## src/rtl/spi_pkg.sv

```systemverilog
`default_nettype none
// +--------------------------------------------------------------------------+
// | Package     : spi_pkg                                                    |
// | Description : Shared SPI definitions: responder FSM state encoding,      |
// |               bus idle levels and common spi_rx/spi_tx constants.        |
// | Revision    : 1.0  initial release                                       |
// +--------------------------------------------------------------------------+
package spi_pkg;

   // Responder transmitter states
   typedef enum logic [1:0] {
      ST_IDLE       = 2'd0,
      ST_SHIFT      = 2'd1,
      ST_WAIT_DESEL = 2'd2
   } spi_state_e;

   // Bus idle levels: chip select is active-low, bus clock idles low
   localparam logic c_sel_idle      = 1'b1;
   localparam logic c_data_clk_idle = 1'b0;

   // Common spi_rx/spi_tx constants
   localparam int   c_spi_default_width = 16;
   localparam logic c_spi_tx_idle_data  = 1'b0;
   localparam logic c_spi_rx_msb_first  = 1'b1;

   // Bit-counter width able to hold the value w itself
   function automatic int spi_cnt_width(input int w);
      return $clog2(w + 1);
   endfunction

endpackage : spi_pkg
`default_nettype wire

```

## src/rtl/spi_resp_tx_if.sv

```systemverilog
`default_nettype none
// +--------------------------------------------------------------------------+
// | Interface   : spi_resp_tx_if                                             |
// | Description : Word handshake and serial bus signals of spi_resp_tx.      |
// |   data_in        word for the next frame                                 |
// |   data_valid_in  data_in valid                                           |
// |   data_ready_out holding register empty                                  |
// |   data_clk_in    synchronized bus clock (idle low)                       |
// |   sel_in         synchronized chip select (active-low)                   |
// |   data_out       serial data, MSB first                                  |
// |   busy_out / done_out / abort_out / underrun_out  status                 |
// | Revision    : 1.0  initial release                                       |
// +--------------------------------------------------------------------------+
interface spi_resp_tx_if #(
   parameter int DATA_WIDTH = 16
) ();
   logic [DATA_WIDTH-1:0] data_in;
   logic                  data_valid_in;
   logic                  data_ready_out;
   logic                  data_clk_in;
   logic                  sel_in;
   logic                  data_out;
   logic                  busy_out;
   logic                  done_out;
   logic                  abort_out;
   logic                  underrun_out;

   // Responder side (the DUT)
   modport slave (
      input  data_in, data_valid_in, data_clk_in, sel_in,
      output data_ready_out, data_out, busy_out, done_out, abort_out, underrun_out
   );

   // Word source / bus controller side
   modport master (
      output data_in, data_valid_in, data_clk_in, sel_in,
      input  data_ready_out, data_out, busy_out, done_out, abort_out, underrun_out
   );
endinterface : spi_resp_tx_if
`default_nettype wire

```

## src/rtl/spi_edge_det.sv

```systemverilog
`default_nettype none
// +--------------------------------------------------------------------------+
// | Module      : spi_edge_det                                               |
// | Description : Registers one already-synchronized signal and flags rising |
// |               and falling edges in the cycle where the live value        |
// |               differs from the registered copy.                          |
// |   clk_in, rst_in  clock, asynchronous active-high reset                  |
// |   sig_i           signal to watch                                        |
// |   rise_o, fall_o  combinational edge flags                               |
// | Revision    : 1.0  initial release                                       |
// +--------------------------------------------------------------------------+
module spi_edge_det #(
   parameter logic RESET_VAL = 1'b0
) (
   input  wire logic clk_in,
   input  wire logic rst_in,
   input  wire logic sig_i,
   output      logic rise_o,
   output      logic fall_o
);
   logic sig_q;

   always_ff @(posedge clk_in or posedge rst_in) begin
      if (rst_in) begin
         sig_q <= RESET_VAL;
      end else begin
         sig_q <= sig_i;
      end
   end

   assign rise_o =  sig_i & ~sig_q;
   assign fall_o = ~sig_i &  sig_q;
endmodule : spi_edge_det
`default_nettype wire

```

## src/rtl/spi_resp_tx.sv

```systemverilog
`default_nettype none
// +--------------------------------------------------------------------------+
// | Module      : spi_resp_tx                                                |
// | Description : SPI responder transmitter. A one-word holding register     |
// |               feeds a shifter that is loaded on the chip-select falling  |
// |               edge and sent MSB first; the controller samples on bus     |
// |               clock rising edges, the shifter advances on falling edges. |
// |   clk_in  system clock        rst_in  asynchronous active-high reset     |
// |   bus     spi_resp_tx_if.slave (handshake, serial bus and status)        |
// | Revision    : 1.0  initial release                                       |
// +--------------------------------------------------------------------------+
module spi_resp_tx
   import spi_pkg::*;
#(
   parameter int DATA_WIDTH = 16
) (
   input wire logic     clk_in,
   input wire logic     rst_in,
   spi_resp_tx_if.slave bus
);
   localparam int CNT_W = spi_cnt_width(DATA_WIDTH);
   typedef logic [CNT_W-1:0] cnt_t;

   localparam cnt_t c_last_cnt = cnt_t'(DATA_WIDTH - 1);
   localparam cnt_t c_one      = cnt_t'(1);

   spi_state_e            state_q;
   cnt_t                  cnt_q;
   logic [DATA_WIDTH-1:0] shift_q;
   logic [DATA_WIDTH-1:0] hold_q;
   logic                  hold_full_q;
   logic                  armed_q;
   logic                  done_q;
   logic                  abort_q;
   logic                  underrun_q;

   logic sel_rise, sel_fall;
   logic dclk_rise, dclk_fall;
   logic accept_d;

   spi_edge_det #(.RESET_VAL(c_sel_idle)) u_sel_edge (
      .clk_in (clk_in),
      .rst_in (rst_in),
      .sig_i  (bus.sel_in),
      .rise_o (sel_rise),
      .fall_o (sel_fall)
   );

   spi_edge_det #(.RESET_VAL(c_data_clk_idle)) u_dclk_edge (
      .clk_in (clk_in),
      .rst_in (rst_in),
      .sig_i  (bus.data_clk_in),
      .rise_o (dclk_rise),
      .fall_o (dclk_fall)
   );

   // A word is taken only while the holding register is empty
   assign accept_d = bus.data_valid_in & ~hold_full_q;

   always_ff @(posedge clk_in or posedge rst_in) begin
      if (rst_in) begin
         state_q     <= ST_IDLE;
         cnt_q       <= '0;
         shift_q     <= '0;
         hold_q      <= '0;
         hold_full_q <= 1'b0;
         armed_q     <= 1'b0;
         done_q      <= 1'b0;
         abort_q     <= 1'b0;
         underrun_q  <= 1'b0;
      end else begin
         done_q     <= 1'b0;
         abort_q    <= 1'b0;
         underrun_q <= 1'b0;

         // sel_in must be seen high after reset before a falling edge can
         // start a frame; a select held low through reset is not a new frame.
         armed_q <= armed_q | bus.sel_in;

         if (accept_d) begin
            hold_q      <= bus.data_in;
            hold_full_q <= 1'b1;
         end

         case (state_q)
            ST_IDLE: begin
               if (sel_fall && armed_q) begin
                  state_q     <= ST_SHIFT;
                  cnt_q       <= '0;
                  shift_q     <= hold_full_q ? hold_q : '0;
                  underrun_q  <= ~hold_full_q;
                  // Accept can only coincide with an empty register, so the
                  // register ends up full exactly when a word arrives now.
                  hold_full_q <= accept_d;
               end
            end

            ST_SHIFT: begin
               if (sel_rise) begin
                  // The counter never sits at DATA_WIDTH in this state, so any
                  // deselect here is premature.
                  state_q <= ST_IDLE;
                  cnt_q   <= '0;
                  shift_q <= '0;
                  abort_q <= 1'b1;
               end else if (dclk_rise) begin
                  cnt_q <= cnt_q + c_one;
                  if (cnt_q == c_last_cnt) begin
                     // Last bit has just been sampled by the controller
                     state_q <= ST_WAIT_DESEL;
                     shift_q <= '0;
                     done_q  <= 1'b1;
                  end
               end else if (dclk_fall && (cnt_q >= c_one) && (cnt_q <= c_last_cnt)) begin
                  shift_q <= shift_q << 1;
               end
            end

            ST_WAIT_DESEL: begin
               if (bus.sel_in) begin
                  state_q <= ST_IDLE;
               end
            end

            default: begin
               state_q <= ST_IDLE;
            end
         endcase
      end
   end

   // The shifter is cleared whenever the FSM leaves SHIFT, so its MSB is 0
   // in IDLE and WAIT_DESEL.
   assign bus.data_out       = shift_q[DATA_WIDTH-1];
   assign bus.data_ready_out = ~hold_full_q;
   assign bus.busy_out       = (state_q != ST_IDLE);
   assign bus.done_out       = done_q;
   assign bus.abort_out      = abort_q;
   assign bus.underrun_out   = underrun_q;
endmodule : spi_resp_tx
`default_nettype wire

```

## src/flat_wrapper.sv

```systemverilog
// flat-port wrapper written by rule: the top's interface ports become plain ports
module spi_resp_tx_flat import spi_pkg::*;
#(
   parameter int DATA_WIDTH = 16
)
  (clk_in, rst_in, bus_data_in, bus_data_valid_in, bus_data_clk_in, bus_sel_in, bus_data_ready_out, bus_data_out, bus_busy_out, bus_done_out, bus_abort_out, bus_underrun_out);
  spi_resp_tx_if #(.DATA_WIDTH(DATA_WIDTH)) bus_i ();
  input wire logic clk_in;
  input wire logic rst_in;
  input wire logic [$bits(bus_i.data_in)-1:0] bus_data_in;
  input wire logic [$bits(bus_i.data_valid_in)-1:0] bus_data_valid_in;
  input wire logic [$bits(bus_i.data_clk_in)-1:0] bus_data_clk_in;
  input wire logic [$bits(bus_i.sel_in)-1:0] bus_sel_in;
  output wire logic [$bits(bus_i.data_ready_out)-1:0] bus_data_ready_out;
  output wire logic [$bits(bus_i.data_out)-1:0] bus_data_out;
  output wire logic [$bits(bus_i.busy_out)-1:0] bus_busy_out;
  output wire logic [$bits(bus_i.done_out)-1:0] bus_done_out;
  output wire logic [$bits(bus_i.abort_out)-1:0] bus_abort_out;
  output wire logic [$bits(bus_i.underrun_out)-1:0] bus_underrun_out;
  assign bus_i.data_in = bus_data_in;
  assign bus_i.data_valid_in = bus_data_valid_in;
  assign bus_i.data_clk_in = bus_data_clk_in;
  assign bus_i.sel_in = bus_sel_in;
  assign bus_data_ready_out = bus_i.data_ready_out;
  assign bus_data_out = bus_i.data_out;
  assign bus_busy_out = bus_i.busy_out;
  assign bus_done_out = bus_i.done_out;
  assign bus_abort_out = bus_i.abort_out;
  assign bus_underrun_out = bus_i.underrun_out;
  spi_resp_tx #(.DATA_WIDTH(DATA_WIDTH)) u_core (.clk_in(clk_in), .rst_in(rst_in), .bus(bus_i));
endmodule
```

## config.mk

```make
export PLATFORM = sky130hd
export DESIGN_NAME = spi_resp_tx_flat
export DESIGN_NICKNAME = d
export VERILOG_FILES = /design/src/rtl/spi_pkg.sv /design/src/rtl/spi_resp_tx_if.sv /design/src/rtl/spi_edge_det.sv /design/src/rtl/spi_resp_tx.sv /design/src/flat_wrapper.sv
export SDC_FILE = /design/constraint.sdc
export NUM_CORES = 1
export LEC_CHECK = 0
export CELL_PAD_IN_SITES_DETAIL_PLACEMENT = 1
export CELL_PAD_IN_SITES_GLOBAL_PLACEMENT = 2
export CORE_ASPECT_RATIO = 1.5
export CORE_MARGIN = 2
export CORE_UTILIZATION = 41
export CTS_CLUSTER_DIAMETER = 100
export DETAILED_ROUTE_END_ITERATION = 7
export GPL_ROUTABILITY_DRIVEN = 0
export GPL_TIMING_DRIVEN = 0
export PLACE_DENSITY_LB_ADDON = 0.1
export SLEW_MARGIN = 20
export SYNTH_ARGS = -nofsm -noshare
export SYNTH_HDL_FRONTEND = slang
export SYNTH_SLANG_ARGS = --single-unit
```

## constraint.sdc

```tcl
create_clock -name clk_in -period 3.71 [get_ports clk_in]
set_input_delay 1.113 -clock clk_in [delete_from_list [all_inputs] [get_ports clk_in]]
set_output_delay 1.113 -clock clk_in [all_outputs]
set_load 0.005 [all_outputs]
```

==> metrics.txt <==
sequential-to-total area share from yosys stat between 50% and 60%; fin util between 50 and 60%; Synth Area in Adders 1.71%; fin. max-slew vios 0; status completed; first-pass GRT wire length 7490 µm; initial antenna violation count 0; CTS clk-pin slew, worst paths about 80 ps; diode count 0; Static Leak 1.16 nW; Nets between 200 and 250; gr usage total between 10% and 20%; mapped cell area 0.00220 mm²; post-synthesis instance total 160; count of final hold-check violations 0; Synth-to-Final Area Change 20.1%; hold buffer count at CTS 0; f_max 337 MHz; warnings from Yosys 0; Max-Slew Margin vs Limit roughly 62%; Tmin final 2960 ps; Routed WL 4180 µm; Routed wire per std cell 15.9 µm; Yosys top cell area share 51.3%; Die Y-Extent 93.6 µm; Yosys cell types 36; Vias/cell 5.23; initial core utilization 42.5%; Port Buffer Count 26; endpoints failing setup 0; Tightest Pin Transition 566 ps; cell taking the most area after synthesis dfrtp_1; Iter 0 DRT Violations between 40 and 50; CTS Buf Count 5; Synth Flop Type dfrtp_1; Worst Clk Skew 3.49 ps; vias in the first global route 1522; H-tree levels 2; dpl hpwl ~3000 µm; Post-Place Cell Area 0.00256 mm²; Rows 32; Die Area 0.00597 mm²; worst-path fanout max 10; Post-Synth XOR/XNOR Area 0%; syn avg cell area 13.7 µm²; post-synthesis mux area share between 15 and 20%; Compound-Gate Fraction of Synth Area 12.4%; Worst Setup End Kind flip-flop; core outline area 0.00516 mm²; RSZ-0062 raised after global routing false; PwrDens a little over 600 mW/mm²; post-cts resize count 0; most common cell after layout, fill and taps aside dfrtp_1; DRT Pass-1 Iters 4; main combinational cell family by area after synthesis multiplexers; Final Cycle Share 79.9%; Residual DRC 0; CTS tree built; Max-cap violations 0; Final Cell Area 0.00264 mm²; top cells by area, synth dfrtp_1, mux2_2, mux2_4; CTS root buf clkbuf_8; Routed Antenna Nets 0; syn_nets 184; WHS 508 ps; EDFF count, synth 0; clock sink count 46; largest net degree at the start of global routing 33; Ports 27; postcts setup bufs 0; simple-gate portion of the synthesized area around 9.1%; Hold Crit Class reg -> reg; DIE WIDTH 63.8 µm; critical path arrival 3140 ps; critical path type in -> reg; most frequent cells in the layout dfrtp_1, clkdlybuf4s50_1, mux2_2; startpoint class of the critical path primary input; Final TNS setup 0 ps; share of layout cells above drive strength 1 about a third; required time worst endpoint 3890 ps; vias about 1.4k; post-synthesis async set-or-reset flop share 100%; Synth Register Bits 46; Clk Latency, worst-skew pair 290 ps; GRT overflow 0; Fillers between 500 and 600; Max VDD drop 0.352 mV; clk buf depth 2
[power breakdown]
| group | internal, mW | leakage (nW) | switching (mW) |
|---|---|---|---|
| clock network | 0.130 | 0.0383 | 0.153 |
| registers | 0.678 | 0.576 | 0.117 |
| logic | 0.352 | 0.549 | 0.203 |
[logic make-up (layout without fill, tap and decap cells)]
| group | count (synthesis) | after routing |
|---|---|---|
| flops | 46 | 46 |
| mux | 35 | 35 |
| simple gates | 32 | 32 |
| compound gates | 29 | 29 |
| buf+inv | 15 | 49 |
| fa+ha+maj | 3 | 3 |
[through the flow]
| step | std cells | worst slack [ps] | power, mW |
|---|---|---|---|
| 2_1_floorplan | 160 | 1190 | 1.21 |
| 3_3_place_gp | 254 | 455 | 1.34 |
| 3_5_place_dp | 255 | 425 | 1.37 |
| 4_1_cts | 262 | 726 | 1.67 |
| 5_1_grt | 262 | 649 | 1.76 |
| 6_report | 262 | 745 | 1.63 |
[path summary, 6_finish.rpt]
kind                                       from             endpoint  slack [ps]  depth (start not counted)
max in group asynchronous                rst_in    u_core.shift_q[8]        2130                          3
min in group asynchronous                rst_in  u_core.bus.done_out        1100                          2
worst min-delay path             u_core.armed_q       u_core.armed_q         510                          1
worst min register to register   u_core.armed_q       u_core.armed_q         510                          1
worst max-delay path                 bus_sel_in    u_core.shift_q[1]         750                          7
worst max register to register  u_core.cnt_q[0]    u_core.shift_q[1]        1160                          8
[routing by layer]
layer  share of wire, %  GRT usage [%]
met2                 56           30.3
met4                1.4           5.43
met1                 39           18.5
met3                3.4           2.89
met5                  0              0
[worst max-delay path, stage by stage]
cell	delay (ps)
clkdlybuf4s50_1	530
nor2b_1	190
clkbuf_8	190
nor2_1	80
a221oi_4	480
buf_6	250
mux2_4	310
[registers in the layout (all words and copies together) (netlist names)]
name,count
u_core.bus.underrun_out,1
u_core.bus.done_out,1
u_core.state_q,2
u_core.hold_full_q,1
u_core.cnt_q,5
u_core.hold_q,16
u_core.shift_q,16
u_core.armed_q,1
u_core.u_dclk_edge.sig_q,1
u_core.bus.abort_out,1
u_core.u_sel_edge.sig_q,1
[cells in the mapped netlist (2+ instances only)]
master / n
nor2b_1: 3
mux2_2: 24
and2b_2: 2
clkbuf_8: 3
a22o_2: 9
a22o_1: 6
nor2_1: 4
o21ai_0: 4
inv_1: 6
dfrtp_1: 45
mux2i_1: 2
nor3_1: 4
or3b_2: 2
or2_2: 3
a21oi_1: 3
nand3_1: 2
mux2_4: 9
buf_6: 3
nand2b_1: 2
clkbuf_1: 3
nand2_1: 4
ha_1: 3
[area by class of cell]
type                    count  area, µm²  area share, %
well taps                  68       85.1           3.23
repair buffers             27        280           10.6
multi-input cells          99        935           35.4
clock buffers               7       76.3           2.89
inverters                   6       22.5          0.854
flip-flops and latches     46       1150           43.7
plain buffers               9       86.3           3.27
(Power assumes the default switching activity.)
